`src/rtl/l2_arb_pkg.sv`:
```
// ----------------------------------------------------------------------------
// l2_arb_pkg
// Shared definitions for the L2 bank arbiter:
//   - arb_state_e   : arbiter FSM state encoding (IDLE -> ISSUE -> WAIT)
//   - DEF_NUM_REQ   : default number of requesters sharing one bank
//   - DEF_TIMEOUT   : default WAIT cycles before an error response
//   - rr_wrap()     : (base + off) mod n for operands already below n,
//                     done with one compare/subtract instead of a divider
// ----------------------------------------------------------------------------
package l2_arb_pkg;

    typedef enum logic [1:0] {
        ST_IDLE  = 2'd0,
        ST_ISSUE = 2'd1,
        ST_WAIT  = 2'd2
    } arb_state_e;

    localparam int DEF_NUM_REQ = 4;
    localparam int DEF_TIMEOUT = 15;

    // base and off are both < n, so the sum is < 2n and a single
    // conditional subtract gives the modulo result.
    function automatic int unsigned rr_wrap(input int unsigned base,
                                            input int unsigned off,
                                            input int unsigned n);
        int unsigned s;
        s = base + off;
        if (s >= n) begin
            s = s - n;
        end
        return s;
    endfunction

endpackage

```
`src/rtl/l2_bank_arb_rr_arbiter.sv`:
```
// ----------------------------------------------------------------------------
// rr_arbiter
// Combinational round-robin selector. The search for a set request bit
// starts at rr_ptr and wraps modulo NUM_REQ; the first hit wins.
//
// Ports:
//   req     in  [NUM_REQ-1:0]  request vector
//   rr_ptr  in  [IDX_W-1:0]    index with highest priority this cycle
//   grant   out [NUM_REQ-1:0]  one-hot winner (all zero when no request)
//   idx     out [IDX_W-1:0]    binary index of the winner (0 when none)
//   any     out                at least one request present
// ----------------------------------------------------------------------------
module rr_arbiter
    import l2_arb_pkg::*;
#(
    parameter int NUM_REQ = DEF_NUM_REQ,
    parameter int IDX_W   = (NUM_REQ > 1) ? $clog2(NUM_REQ) : 1
) (
    input  logic [NUM_REQ-1:0] req,
    input  logic [IDX_W-1:0]   rr_ptr,
    output logic [NUM_REQ-1:0] grant,
    output logic [IDX_W-1:0]   idx,
    output logic               any
);

    // Candidate gi is the requester examined at search offset gi from rr_ptr.
    logic [IDX_W-1:0]   w_cand_idx [NUM_REQ];
    logic [NUM_REQ-1:0] w_hit;

    genvar gi;
    generate
        for (gi = 0; gi < NUM_REQ; gi++) begin : g_cand
            assign w_cand_idx[gi] = IDX_W'(rr_wrap(32'(rr_ptr), 32'(gi), 32'(NUM_REQ)));
            assign w_hit[gi]      = req[w_cand_idx[gi]];
        end
    endgenerate

    // Lowest search offset with a hit wins; scanning downward lets the
    // last assignment be the highest-priority candidate.
    always_comb begin
        idx = '0;
        any = 1'b0;
        for (int k = NUM_REQ - 1; k >= 0; k--) begin
            if (w_hit[k]) begin
                idx = w_cand_idx[k];
                any = 1'b1;
            end
        end
    end

    always_comb begin
        grant = '0;
        if (any) begin
            grant[idx] = 1'b1;
        end
    end

endmodule

```
`src/rtl/l2_bank_arb.sv`:
```
// ----------------------------------------------------------------------------
// l2_bank_arb
// Shares one L2 bank between NUM_REQ requesters with exactly one request in
// flight. A round-robin winner is accepted in IDLE, its command is captured
// and presented to the bank for one cycle (ISSUE), then the arbiter waits for
// bank_ready (WAIT) and returns a one-cycle response pulse to the owner.
// If the bank stays silent for TIMEOUT WAIT cycles an error response is sent.
// Nominal cadence: accept T, bank_en T+1, bank_ready T+2, rsp_valid T+3.
//
// Ports:
//   clk, rst_n                   clock, asynchronous active-low reset
//   req_valid/req_ready [N]      per-requester handshake (ready is one-hot)
//   req_wr [N]                   1 = write, 0 = read
//   req_addr [N][ADDR_WIDTH]     per-requester address
//   req_wdata [N][DATA_WIDTH]    per-requester write data
//   rsp_valid [N]                completion pulse to the owning requester
//   rsp_rdata [DATA_WIDTH]       read data (held across write completions)
//   rsp_err                      timeout flag, qualified by rsp_valid
//   bank_en/wr/addr/wdata        bank command, valid for one cycle
//   bank_rdata, bank_ready       bank result, ready one cycle after bank_en
// ----------------------------------------------------------------------------
module l2_bank_arb
    import l2_arb_pkg::*;
#(
    parameter int NUM_REQ    = DEF_NUM_REQ,
    parameter int ADDR_WIDTH = 40,
    parameter int DATA_WIDTH = 64,
    parameter int TIMEOUT    = DEF_TIMEOUT
) (
    input  logic                                clk,
    input  logic                                rst_n,
    input  logic [NUM_REQ-1:0]                  req_valid,
    output logic [NUM_REQ-1:0]                  req_ready,
    input  logic [NUM_REQ-1:0]                  req_wr,
    input  logic [NUM_REQ-1:0][ADDR_WIDTH-1:0]  req_addr,
    input  logic [NUM_REQ-1:0][DATA_WIDTH-1:0]  req_wdata,
    output logic [NUM_REQ-1:0]                  rsp_valid,
    output logic [DATA_WIDTH-1:0]               rsp_rdata,
    output logic                                rsp_err,
    output logic                                bank_en,
    output logic                                bank_wr,
    output logic [ADDR_WIDTH-1:0]               bank_addr,
    output logic [DATA_WIDTH-1:0]               bank_wdata,
    input  logic [DATA_WIDTH-1:0]               bank_rdata,
    input  logic                                bank_ready
);

    localparam int IDX_W = (NUM_REQ > 1) ? $clog2(NUM_REQ) : 1;
    // Wait counter is at least 4 bits wide, wider only if TIMEOUT needs it.
    localparam int CNT_W = ($clog2(TIMEOUT + 1) > 4) ? $clog2(TIMEOUT + 1) : 4;
    // Counter value in the last WAIT cycle before the error response.
    localparam logic [CNT_W-1:0] CNT_LAST = CNT_W'(TIMEOUT - 1);

    arb_state_e              r_state;
    logic [IDX_W-1:0]        r_rr_ptr;
    logic [CNT_W-1:0]        r_cnt;
    logic                    r_wr;
    logic [ADDR_WIDTH-1:0]   r_addr;
    logic [DATA_WIDTH-1:0]   r_wdata;
    logic [IDX_W-1:0]        r_id;
    logic                    r_bank_en;
    logic [NUM_REQ-1:0]      r_rsp_valid;
    logic                    r_rsp_err;
    logic [DATA_WIDTH-1:0]   r_rsp_rdata;

    logic [NUM_REQ-1:0]      w_grant;
    logic [IDX_W-1:0]        w_idx;
    logic                    w_any;

    rr_arbiter #(
        .NUM_REQ (NUM_REQ),
        .IDX_W   (IDX_W)
    ) u_rr_arbiter (
        .req    (req_valid),
        .rr_ptr (r_rr_ptr),
        .grant  (w_grant),
        .idx    (w_idx),
        .any    (w_any)
    );

    // The grant is only offered in IDLE; rst_n is folded in so nothing is
    // accepted while reset is held, even though state already reads IDLE.
    assign req_ready  = (rst_n && (r_state == ST_IDLE)) ? w_grant : '0;

    assign bank_en    = r_bank_en;
    assign bank_wr    = r_wr;
    assign bank_addr  = r_addr;
    assign bank_wdata = r_wdata;

    assign rsp_valid  = r_rsp_valid;
    assign rsp_err    = r_rsp_err;
    assign rsp_rdata  = r_rsp_rdata;

    always_ff @(posedge clk or negedge rst_n) begin
        if (!rst_n) begin
            r_state     <= ST_IDLE;
            r_rr_ptr    <= '0;
            r_cnt       <= '0;
            r_wr        <= 1'b0;
            r_addr      <= '0;
            r_wdata     <= '0;
            r_id        <= '0;
            r_bank_en   <= 1'b0;
            r_rsp_valid <= '0;
            r_rsp_err   <= 1'b0;
            r_rsp_rdata <= '0;
        end else begin
            // Pulse-type outputs default low every cycle.
            r_rsp_valid <= '0;
            r_rsp_err   <= 1'b0;
            r_bank_en   <= 1'b0;

            case (r_state)
                ST_IDLE: begin
                    if (w_any) begin
                        r_wr      <= req_wr[w_idx];
                        r_addr    <= req_addr[w_idx];
                        r_wdata   <= req_wdata[w_idx];
                        r_id      <= w_idx;
                        r_rr_ptr  <= IDX_W'(rr_wrap(32'(w_idx), 32'd1, 32'(NUM_REQ)));
                        // Registered so bank_en is high for exactly the ISSUE cycle.
                        r_bank_en <= 1'b1;
                        r_state   <= ST_ISSUE;
                    end
                end

                ST_ISSUE: begin
                    r_cnt   <= '0;
                    r_state <= ST_WAIT;
                end

                ST_WAIT: begin
                    if (bank_ready) begin
                        r_rsp_valid[r_id] <= 1'b1;
                        // Write completions leave the last read data visible.
                        if (!r_wr) begin
                            r_rsp_rdata <= bank_rdata;
                        end
                        r_state <= ST_IDLE;
                    end else if (r_cnt == CNT_LAST) begin
                        r_rsp_valid[r_id] <= 1'b1;
                        r_rsp_err         <= 1'b1;
                        r_state           <= ST_IDLE;
                    end else begin
                        r_cnt <= r_cnt + CNT_W'(1);
                    end
                end

                default: begin
                    r_state <= ST_IDLE;
                end
            endcase
        end
    end

endmodule

```
`config.mk`:
```
export PLATFORM = sky130hd
export DESIGN_NAME = l2_bank_arb
export DESIGN_NICKNAME = d
export VERILOG_FILES = /design/src/rtl/l2_arb_pkg.sv /design/src/rtl/l2_bank_arb_rr_arbiter.sv /design/src/rtl/l2_bank_arb.sv
export SDC_FILE = /design/constraint.sdc
export NUM_CORES = 1
export LEC_CHECK = 0
export BUFFER_PORTS_ARGS = -buffer_cell sky130_fd_sc_hd__buf_2
export CORE_AREA = 2 2 262 264
export CTS_BUF_LIST = sky130_fd_sc_hd__clkbuf_16
export DETAILED_ROUTE_END_ITERATION = 8
export DIE_AREA = 0 0 264 266
export GPL_TIMING_DRIVEN = 1
export PLACE_DENSITY = 0.47
export SKIP_LAST_GASP = 1
export SLEW_MARGIN = 20
export SYNTH_ARGS = -nofsm -noshare
export SYNTH_HDL_FRONTEND = slang
export SYNTH_SLANG_ARGS = --single-unit
```
`constraint.sdc`:
```
create_clock -name clk -period 2.9 [get_ports clk]
set_clock_uncertainty 0.2 [all_clocks]
set_input_delay 0.58 -clock clk [delete_from_list [all_inputs] [get_ports clk]]
set_output_delay 0.58 -clock clk [all_outputs]
set_load 0.05 [all_outputs]
```
==> results of run 1 <==
worst max path at each step:
stage / to / slack [ns] / cells after the start
finish: req_ready[3] / 0.12 / 6
global route: req_ready[3] / 0.03 / 6
CTS: req_ready[3] / 0.01 / 5
detailed placement: bank_wdata[30]$_DFFE_PN0P_ / 0.03 / 8
global placement: bank_wdata[30]$_DFFE_PN0P_ / 0.05 / 8
floorplan: req_ready[1] / -0.03 / 7
layout make-up:
| type | instances | area, um^2 | area share |
|---|---|---|---|
| clock buffer | 17 | 425.4 | 0.02870 |
| clock inverter | 14 | 155.1 | 0.01047 |
| multi-input combinational | 859 | 4702 | 0.3172 |
| timing repair buffer | 701 | 3785 | 0.2553 |
| tap | 882 | 1104 | 0.07444 |
| inverter | 6 | 22.52 | 0.001519 |
| sequential | 185 | 4631 | 0.3124 |
state kept, by name (all words and copies together) (netlist names):
register    flops
bank_wdata     64
rsp_rdata      64
bank_addr      40
r_cnt           4
rsp_valid       4
r_id            2
r_rr_ptr        2
r_state         2
bank_en         1
bank_wr         1
rsp_err         1
metrics by stage:
stage               cells  total power, uW  utilization
floorplan            1140            12190            -
global placement     2630            15380       0.2094
detailed placement   2630            15430       0.2094
CTS                  2663            17960       0.2185
global route         2664            18800       0.2188
finish               2664            17710       0.2188
cell families after synthesis:
family | share of synthesized area
compound gates | 0.2122
simple gates | 0.1846
flops | 0.4784
xor+xnor | 0.002716
buf+inv | 0.04383
mux | 0.07564
fa+ha+maj | 0.002586
layer usage:
metal  track usage  wire, um  up-vias
met3       0.03410      3165       70
met5             0         0        -
met4       0.05283      1533        0
li1              -         -     5141
met1        0.1242     16040     5072
met2        0.1994     20680      493
cell usage after synthesis (2+ instances only):
library cell    n
nand2_1       430
a21oi_1       212
dfrtp_1       185
a211o_1       105
mux2_2         65
clkbuf_1       53
buf_2          24
nor2_1         11
buf_1           8
inv_1           5
o21ai_0         5
buf_6           4
nand3_1         3
nor3b_1         3
or3_1           3
and3_1          2
ha_1            2
nand2b_1        2
nor2b_1         2
nor3_1          2
or2_2           2
xor2_1          2
worst register-to-register path, cell delays in order, from the launching register on:
cell and delay, ns:
dfrtp_2 0.44, mux2_2 0.40, o221ai_4 0.17, buf_4 0.18, buf_12 0.19, buf_4 0.36
nand2_1 0.08, a21oi_1 0.32, a211o_1 0.15
power breakdown:
part | internal [uW] | switching [uW] | total (uW) | leakage, uW
sequential | 3820 | 715 | 4530 | 0.00229
combinational | 3130 | 7640 | 10800 | 0.00540
clock | 1150 | 1250 | 2390 | 0.000286
what timing repair did:
| action | in CTS | in global routing |
|---|---|---|
| setup buffers | 1 | 1 |
| endpoints found under the hold margin | 22 | 0 |
| hold buffers | 1 | 0 |
| resized for setup | 5 | 5 |
| pin swaps | 1 | 0 |
| setup endpoints to repair | 4 | 4 |
==> run summary, run 1 <==
Max-Slew Margin vs Limit: 0.4776
worst path cell trace: nand2_1 -> a311oi_1 -> buf_4 -> or2_2 -> nor2_2 -> clkbuf_4
Pins Over Slew Limit: 0
Crit. End Element: output pin
hold path cells: 2
clock latency on the worst-skew pair: 0.48 ns
Reg-to-Reg Start: r_rr_ptr[1]$_DFFE_PN0P_
unrepaired setup endpoints after global routing: no
DR vias/cell: 4.045
CP required: 2.12 ns
H-tree Lvls: 4
Tmin final: 2.777 ns
CTS tree: yes
PortBufs: 669
Core ar.: 0.06775 mm^2
dpl ws: 0.02758 ns
Die X: 264 um
drt wl/cell: 15.55 um
Worst Path Max Fanout: 6
NumNets Final: 2263
Die Area: 0.07022 mm^2
clock-pin slew on the worst setup and hold paths: 0.09 ns
post-route setup slack: 0.1230 ns
clock buffer depth: 2
FP Rows: 96
critical path arrival: 2.00 ns
ys flop type: dfrtp_1
top post-synthesis cells by area: dfrtp_1 (48%), nand2_1 (17%), a21oi_1 (11%)
critical path launch point type: register
reg2reg setup slack: 0.38 ns
post-route design area: 0.01482 mm^2
Final Hold Viols: 0
syn_nets: 1633
Hold WS: 0.1118 ns
total CTS buffers: 17
antenna violations before repair: 0
fmax: 360.1 MHz
DR iter-0 viols: 536
share of layout cells above drive strength 1: 0.4568
R2R depth: 8
most frequent cells in the layout: buf_2 (664), nand2_1 (430), a21oi_1 (211), dfrtp_1 (184), a211o_1 (105)
CP delay by family, top: simple AND/OR/NAND/NOR gates
Area Overhead vs Synth: 53.19%
Vias: 10.78k
Synth Warn #: 0
r2r endpoint: bank_addr[14]$_DFFE_PN0P_
slowest stage cell on the critical path: dfrtp_2
GR Overflow Total: 0
EDFF count, synth: 0
first-pass GRT wire length: 61720 um
Synth top area share: 0.4784
Seq cells post-synth: 185
root buffer cell: clkbuf_16
area leader, netlist: dfrtp_1
remaining antenna violation count: 0
Worst Hold Path EP: rsp_err$_DFF_PN0_
count of final setup violators: 0
Post-Place Cell Area: 0.01419 mm^2
most common cell after layout, fill and taps aside: buf_2
Hold Crit Start: bank_ready
HPWL after DPL: 32350 um
Max stage delay on crit path: 0.46 ns
DRC errors left: 0
Layout fillers: 7533
Avg Inst Size Synth: 8.488 um^2
hold crit path type: primary input to register
CP startpoint: r_rr_ptr[1]$_DFFE_PN0P_
Buf/Inv on CP: 2
Die Y: 266 um
ys async rst share: 1.000
largest net degree at the start of global routing: 112
pwr/cell area: 1194 mW/mm^2
# diodes: 0
Post-Syn Instances: 1140
crit path kind: register to output pin
Seq/Total Area, Yosys: 0.4784
Initial Util: 0.1428
number of clock sinks: 185
mapped cell area: 0.009677 mm^2
worst-margin pin slew: 0.7837 ns
vias in the first global route: 11.12k
total negative setup slack: 0 ns
Tcrit/Tclk final: 0.9576
final WL: 41430 um
status: finished, final reports clean
Total Routing Usage GR: 0.1131
Max VDD drop: 740.2 uV
Leak: 0.007977 uW
TritonRoute pass-1 iters: 6
Top Ports: 670
Placer Congestion: 0.9253
max_cap viols: 0
post-synthesis cell type count: 32
No activity file was read; power rests on OpenSTA's default activity.
==> run 2, diff against run 1 <==
PLACE_DENSITY = unset   (was 0.47)
PLACE_DENSITY_LB_ADDON = 0.2   (was unset)
==> run 2 against run 1 <==
Critical path depth fell by 1. Flip-flop and latch count stayed put. Via count grew 0.33%. Largest power group unchanged. Critical endpoint is now req_ready[0].
==> run summary, run 2 (synthesized netlist as in run 1, its figures left out) <==
Crit. End Element: output pin
DR iter-0 viols: 467
Leak: 0.007974 uW
fmax: 358.7 MHz
FP Rows: 96
Max VDD drop: 643.5 uV
hold path cells: 2
critical path arrival: 2.01 ns
Die Area: 0.07022 mm^2
NumNets Final: 2260
Total Routing Usage GR: 0.1228
drt wl/cell: 16.81 um
dpl ws: 0.1300 ns
Top Ports: 670
slowest stage cell on the critical path: dfrtp_2
clock latency on the worst-skew pair: 0.48 ns
Worst Path Max Fanout: 6
unrepaired setup endpoints after global routing: no
CP required: 2.12 ns
post-route setup slack: 0.1120 ns
R2R depth: 7
Tmin final: 2.788 ns
crit path kind: register to output pin
critical path launch point type: register
DR vias/cell: 4.049
DRC errors left: 0
final WL: 44890 um
CP endpoint: req_ready[0]
remaining antenna violation count: 0
largest net degree at the start of global routing: 135
TritonRoute pass-1 iters: 5
pwr/cell area: 1202 mW/mm^2
Storage cell area: 0.004631 mm^2
Placer Congestion: 0.8960
Pins Over Slew Limit: 0
status: finished, final reports clean
HPWL after DPL: 34020 um
H-tree Lvls: 4
Final Util: 0.2192
Max-Slew Margin vs Limit: 0.5103
PortBufs: 669
r2r endpoint: bank_addr[14]$_DFFE_PN0P_
clock buffer depth: 2
Core ar.: 0.06775 mm^2
Vias: 10.81k
hold crit path type: primary input to register
reg2reg setup slack: 0.28 ns
CP startpoint: r_rr_ptr[1]$_DFFE_PN0P_
most common cell after layout, fill and taps aside: buf_2
CTS tree: yes
Tcrit/Tclk final: 0.9614
area of the multi-input gates: 0.004703 mm^2
worst-margin pin slew: 0.7345 ns
worst path cell trace: mux2_2 -> o221ai_4 -> nand3_4 -> nor2_2 -> buf_4
antenna violations before repair: 8
Die Y: 266 um
Area Overhead vs Synth: 53.49%
first-pass GRT wire length: 65620 um
max_cap viols: 0
total CTS buffers: 17
number of clock sinks: 185
Layout fillers: 7581
Initial Util: 0.1428
Max stage delay on crit path: 0.42 ns
share of layout cells above drive strength 1: 0.4553
Reg-to-Reg Start: r_rr_ptr[1]$_DFFE_PN0P_
vias in the first global route: 10.96k
GR Overflow Total: 0
Die X: 264 um
most frequent cells in the layout: buf_2 (664), nand2_1 (430), a21oi_1 (211), dfrtp_1 (184), a211o_1 (105)
clock-pin slew on the worst setup and hold paths: 0.09 ns
count of final setup violators: 0
root buffer cell: clkbuf_16
Final Hold Viols: 0
-- run 2: changes by cell type in the layout (fill, tap and decap cells not counted), sizes merged --
cell,before,now
inv,12,13
clkinv,8,6
buf,697,696
diode,0,9
clkbuf,20,18
bufinv,0,1
-- run 2: layout make-up --
type                       instances  area share
multi-input combinational        859      0.3167
antenna                            9    0.001516
clock buffer                      17     0.02864
inverter                           6    0.001516
sequential                       185      0.3118
timing repair buffer             698      0.2536
tap                              882     0.07430
clock inverter                    14     0.01205
-- run 2: per-layer routing --
metal / global-route usage / wire (um) / up-vias
met4: 0.05421 / 1388 / 4
met2: 0.2137 / 22570 / 461
met5: 0 / 26 / -
li1: - / - / 5150
met3: 0.03595 / 3075 / 63
met1: 0.1393 / 17830 / 5134
-- run 2: worst min path at each step --
stage	from	end	slack (ns)
detailed placement	rst_n	r_rr_ptr[1]$_DFFE_PN0P_	0.21
CTS	bank_rdata[1]	rsp_rdata[1]$_DFFE_PN0P_	0.06
global route	bank_rdata[20]	rsp_rdata[20]$_DFFE_PN0P_	0.07
floorplan	rst_n	bank_addr[0]$_DFFE_PN0P_	0.08
finish	bank_rdata[1]	rsp_rdata[1]$_DFFE_PN0P_	0.12
global placement	rst_n	r_rr_ptr[1]$_DFFE_PN0P_	0.21
-- run 2: power breakdown --
| group | switching (uW) | internal, uW | total (uW) |
|---|---|---|---|
| Sequential | 690 | 3820 | 4510 |
| Combinational | 7720 | 3110 | 10800 |
| Clock | 1280 | 1240 | 2520 |
| Total | 9690 | 8170 | 17900 |
-- run 2: metrics by stage --
step                TNS, ns  total power [uW]  instance area, um^2  instances  hold slack, ns
finish                    0             17850                14850       2670          0.1185
global route              0             18990                14840       2666         0.07495
CTS                       0             18190                14820       2660         0.06283
detailed placement        0             15510                14170       2628          0.2118
global placement          0             15480                14170       2628          0.2101
floorplan           -0.1236             12190                 9687       1140         0.08441
-- run 2: timing repair --
item / 4_1_cts / 5_1_grt
resized for setup: 10 / 2
endpoints found under the hold margin: 26 / 0
endpoints found under the setup margin: 4 / 3
setup buffers: 0 / 1
hold buffers: 1 / 0
pin swaps: 1 / 1
-- run 2: critical path, delay by kind of cell, from the launching register on --
| kind | cells | cell delay [ns] |
|---|---|---|
| mux | 1 | 0.39 |
| buf+inv | 1 | 0.20 |
| flops | 1 | 0.42 |
| simple gates | 2 | 0.25 |
| compound gates | 1 | 0.26 |
==> run 3, diff against run 2 <==
ABC_AREA = 1   (was unset)
BUFFER_PORTS_ARGS = unset   (was -buffer_cell sky130_fd_sc_hd__buf_2)
CORE_AREA = 2 2 264 266   (was 2 2 262 264)
CTS_CLUSTER_SIZE = 10   (was unset)
DIE_AREA = 0 0 266 268   (was 0 0 264 266)
DONT_BUFFER_PORTS = 1   (was unset)
==> run 3 against run 2 <==
The flow now finishes with violations (negative hold slack, negative setup slack). Highest routed layer unchanged. Global-route usage up 0.46 points. Flip-flop and latch count is the same. Final area shrank 3.2%. Maximum frequency is 7.6% lower. Register-to-register slack got worse by 0.13 ns.
==> run summary, run 3 <==
final WL: 46990 um
CTS tree: yes
failing checks: negative hold slack, negative setup slack
post-route setup slack: -0.1172 ns
syn_nets: 2104
CP required: 2.12 ns
most frequent cells in the layout: nand2_1 (464), inv_1 (316), nand3_1 (301), dfrtp_1 (184), dlygate4sd3_1 (65)
count leader, synth: nand2_1
EDFF count, synth: 0
crit path kind: register to output pin
clock-pin slew on the worst setup and hold paths: 0.08 ns
Area Overhead vs Synth: 25.76%
Die X: 266 um
reg2reg setup slack: 0.15 ns
share of layout cells above drive strength 1: 0.1404
status: finished with violations
Tcrit/Tclk final: 1.040
H-tree Lvls: 4
Die Area: 0.07129 mm^2
first-pass GRT wire length: 68140 um
unrepaired setup endpoints after global routing: yes
post-synthesis cell type count: 30
Synth top area share: 0.4049
Crit. End Element: output pin
vias in the first global route: 10.87k
clock buffer depth: 2
Seq/Total Area, Yosys: 0.4049
Synth Warn #: 0
Pins Over Slew Limit: 0
Avg Inst Size Synth: 7.096 um^2
hold crit path type: primary input to asynchronous set/reset pin
dpl ws: 0.09039 ns
Worst Path Max Fanout: 5
Top Ports: 670
max_cap viols: 0
Die Y: 268 um
root buffer cell: clkbuf_16
antenna violations before repair: 4
Tmin final: 3.017 ns
ys flop type: dfrtp_1
DR iter-0 viols: 570
total CTS buffers: 17
TritonRoute pass-1 iters: 6
top post-synthesis cells by area: dfrtp_1 (40%), nand2_1 (16%), nand3_1 (13%)
fmax: 331.4 MHz
critical path launch point type: register
Hold WS: -0.4163 ns
worst-margin pin slew: 0.9783 ns
number of clock sinks: 185
Total Routing Usage GR: 0.1274
Layout fillers: 7716
Initial Util: 0.1676
ys async rst share: 1.000
Max-Slew Margin vs Limit: 0.3478
Leak: 0.007455 uW
drt wl/cell: 18.22 um
Seq cells post-synth: 185
PortBufs: 0
largest net degree at the start of global routing: 187
GR Overflow Total: 0
count of final setup violators: 4
mapped cell area: 0.01143 mm^2
hold-fix buffers at CTS: 65
HPWL after DPL: 35850 um
remaining antenna violation count: 0
area leader, netlist: dfrtp_1
FP Rows: 96
most common library cells after synthesis: nand2_1 (475), inv_1 (317), nand3_1 (303), dfrtp_1 (185), mux2_2 (64)
critical path arrival: 2.24 ns
total negative setup slack: -0.3647 ns
Placer Congestion: 0.8486
Vias: 10.76k
DR vias/cell: 4.173
Post-Syn Instances: 1611
pwr/cell area: 1654 mW/mm^2
most common cell after layout, fill and taps aside: nand2_1
Final Hold Viols: 185
NumNets Final: 2175
Core ar.: 0.06823 mm^2
Max VDD drop: 628.8 uV
clock latency on the worst-skew pair: 0.48 ns
DRC errors left: 0
==> run 3: power by group <==
part	internal, uW	total [uW]	leakage, uW	switching, uW
registers	3850	9270	0.00226	5420
logic	4720	12000	0.00491	7320
clock network	1160	2480	0.000288	1320
==> run 3: cells by family after synthesis <==
logic type | synth area share
compound gates | 0.04706
xor+xnor | 0.0007663
fa+ha+maj | 0.002189
buf+inv | 0.1476
flops | 0.4049
mux | 0.06304
simple gates | 0.3344
==> run 3: path summary, 6_finish.rpt <==
| check | from | end | cells after the start |
|---|---|---|---|
| max in group asynchronous | rst_n | r_rr_ptr[0]$_DFFE_PN0P_ | 0 |
| min in group clk | req_wdata[18] | bank_wdata[18]$_DFFE_PN0P_ | 2 |
| hold / removal | rst_n | bank_addr[25]$_DFFE_PN0P_ | 0 |
| hold reg to reg | r_id[0]$_DFFE_PN0P_ | rsp_valid[2]$_DFF_PN0_ | 1 |
| setup reg to reg | r_rr_ptr[0]$_DFFE_PN0P_ | bank_wdata[29]$_DFFE_PN0P_ | 13 |
| setup / recovery | r_rr_ptr[0]$_DFFE_PN0P_ | req_ready[3] | 10 |
==> run 3: what timing repair did <==
item | CTS | global route
hold endpoints to repair | 250 | 185
resized for setup | 34 | 6
setup buffers | 11 | 4
endpoints found under the setup margin | 4 | 35
gates cloned | 1 | 0
pin swaps | 12 | 8
==> run 3: cell type report <==
| type | instances | area (um^2) | share of cell area |
|---|---|---|---|
| multi-input combinational | 1007 | 5313 | 0.3695 |
| sequential | 185 | 4631 | 0.3221 |
| timing repair buffer | 151 | 1523 | 0.1059 |
| inverter | 320 | 1201 | 0.08354 |
| tap | 882 | 1104 | 0.07676 |
| clock buffer | 17 | 425.4 | 0.02959 |
| clock inverter | 15 | 176.4 | 0.01227 |
| antenna | 2 | 5.005 | 0.0003481 |
==> run 3: per-stage QoR <==
step           hold slack (ns)  utilization  total power (uW)  cells  instance area, um^2
2_1_floorplan          0.08441            -             16680   1611                11460
3_3_place_gp           0.09003       0.1880             20890   2464                12820
3_5_place_dp           0.08856       0.1880             20850   2464                12820
4_1_cts                -0.4833       0.2099             24020   2573                14320
5_1_grt                -0.4650       0.2107             25670   2579                14380
6_report               -0.4163       0.2107             23790   2579                14380
==> run 3: metal layers <==
metal,part of all wire,global-route usage,up-vias
met2,0.50,0.2229,501
met1,0.39,0.1423,5061
li1,-,-,5140
met4,0.025,0.05102,4
met3,0.083,0.04261,55
met5,0.00057,0,-
==> run 3: critical path, stage by stage, from the launching register on <==
cell,delay (ns)
dfrtp_2,0.45
buf_6,0.15
o21ai_4,0.16
nand2_2,0.09
buf_6,0.12
nand3_4,0.10
nand3_4,0.13
nand2_8,0.10
nand2_2,0.07
nor3_4,0.20
buf_12,0.16
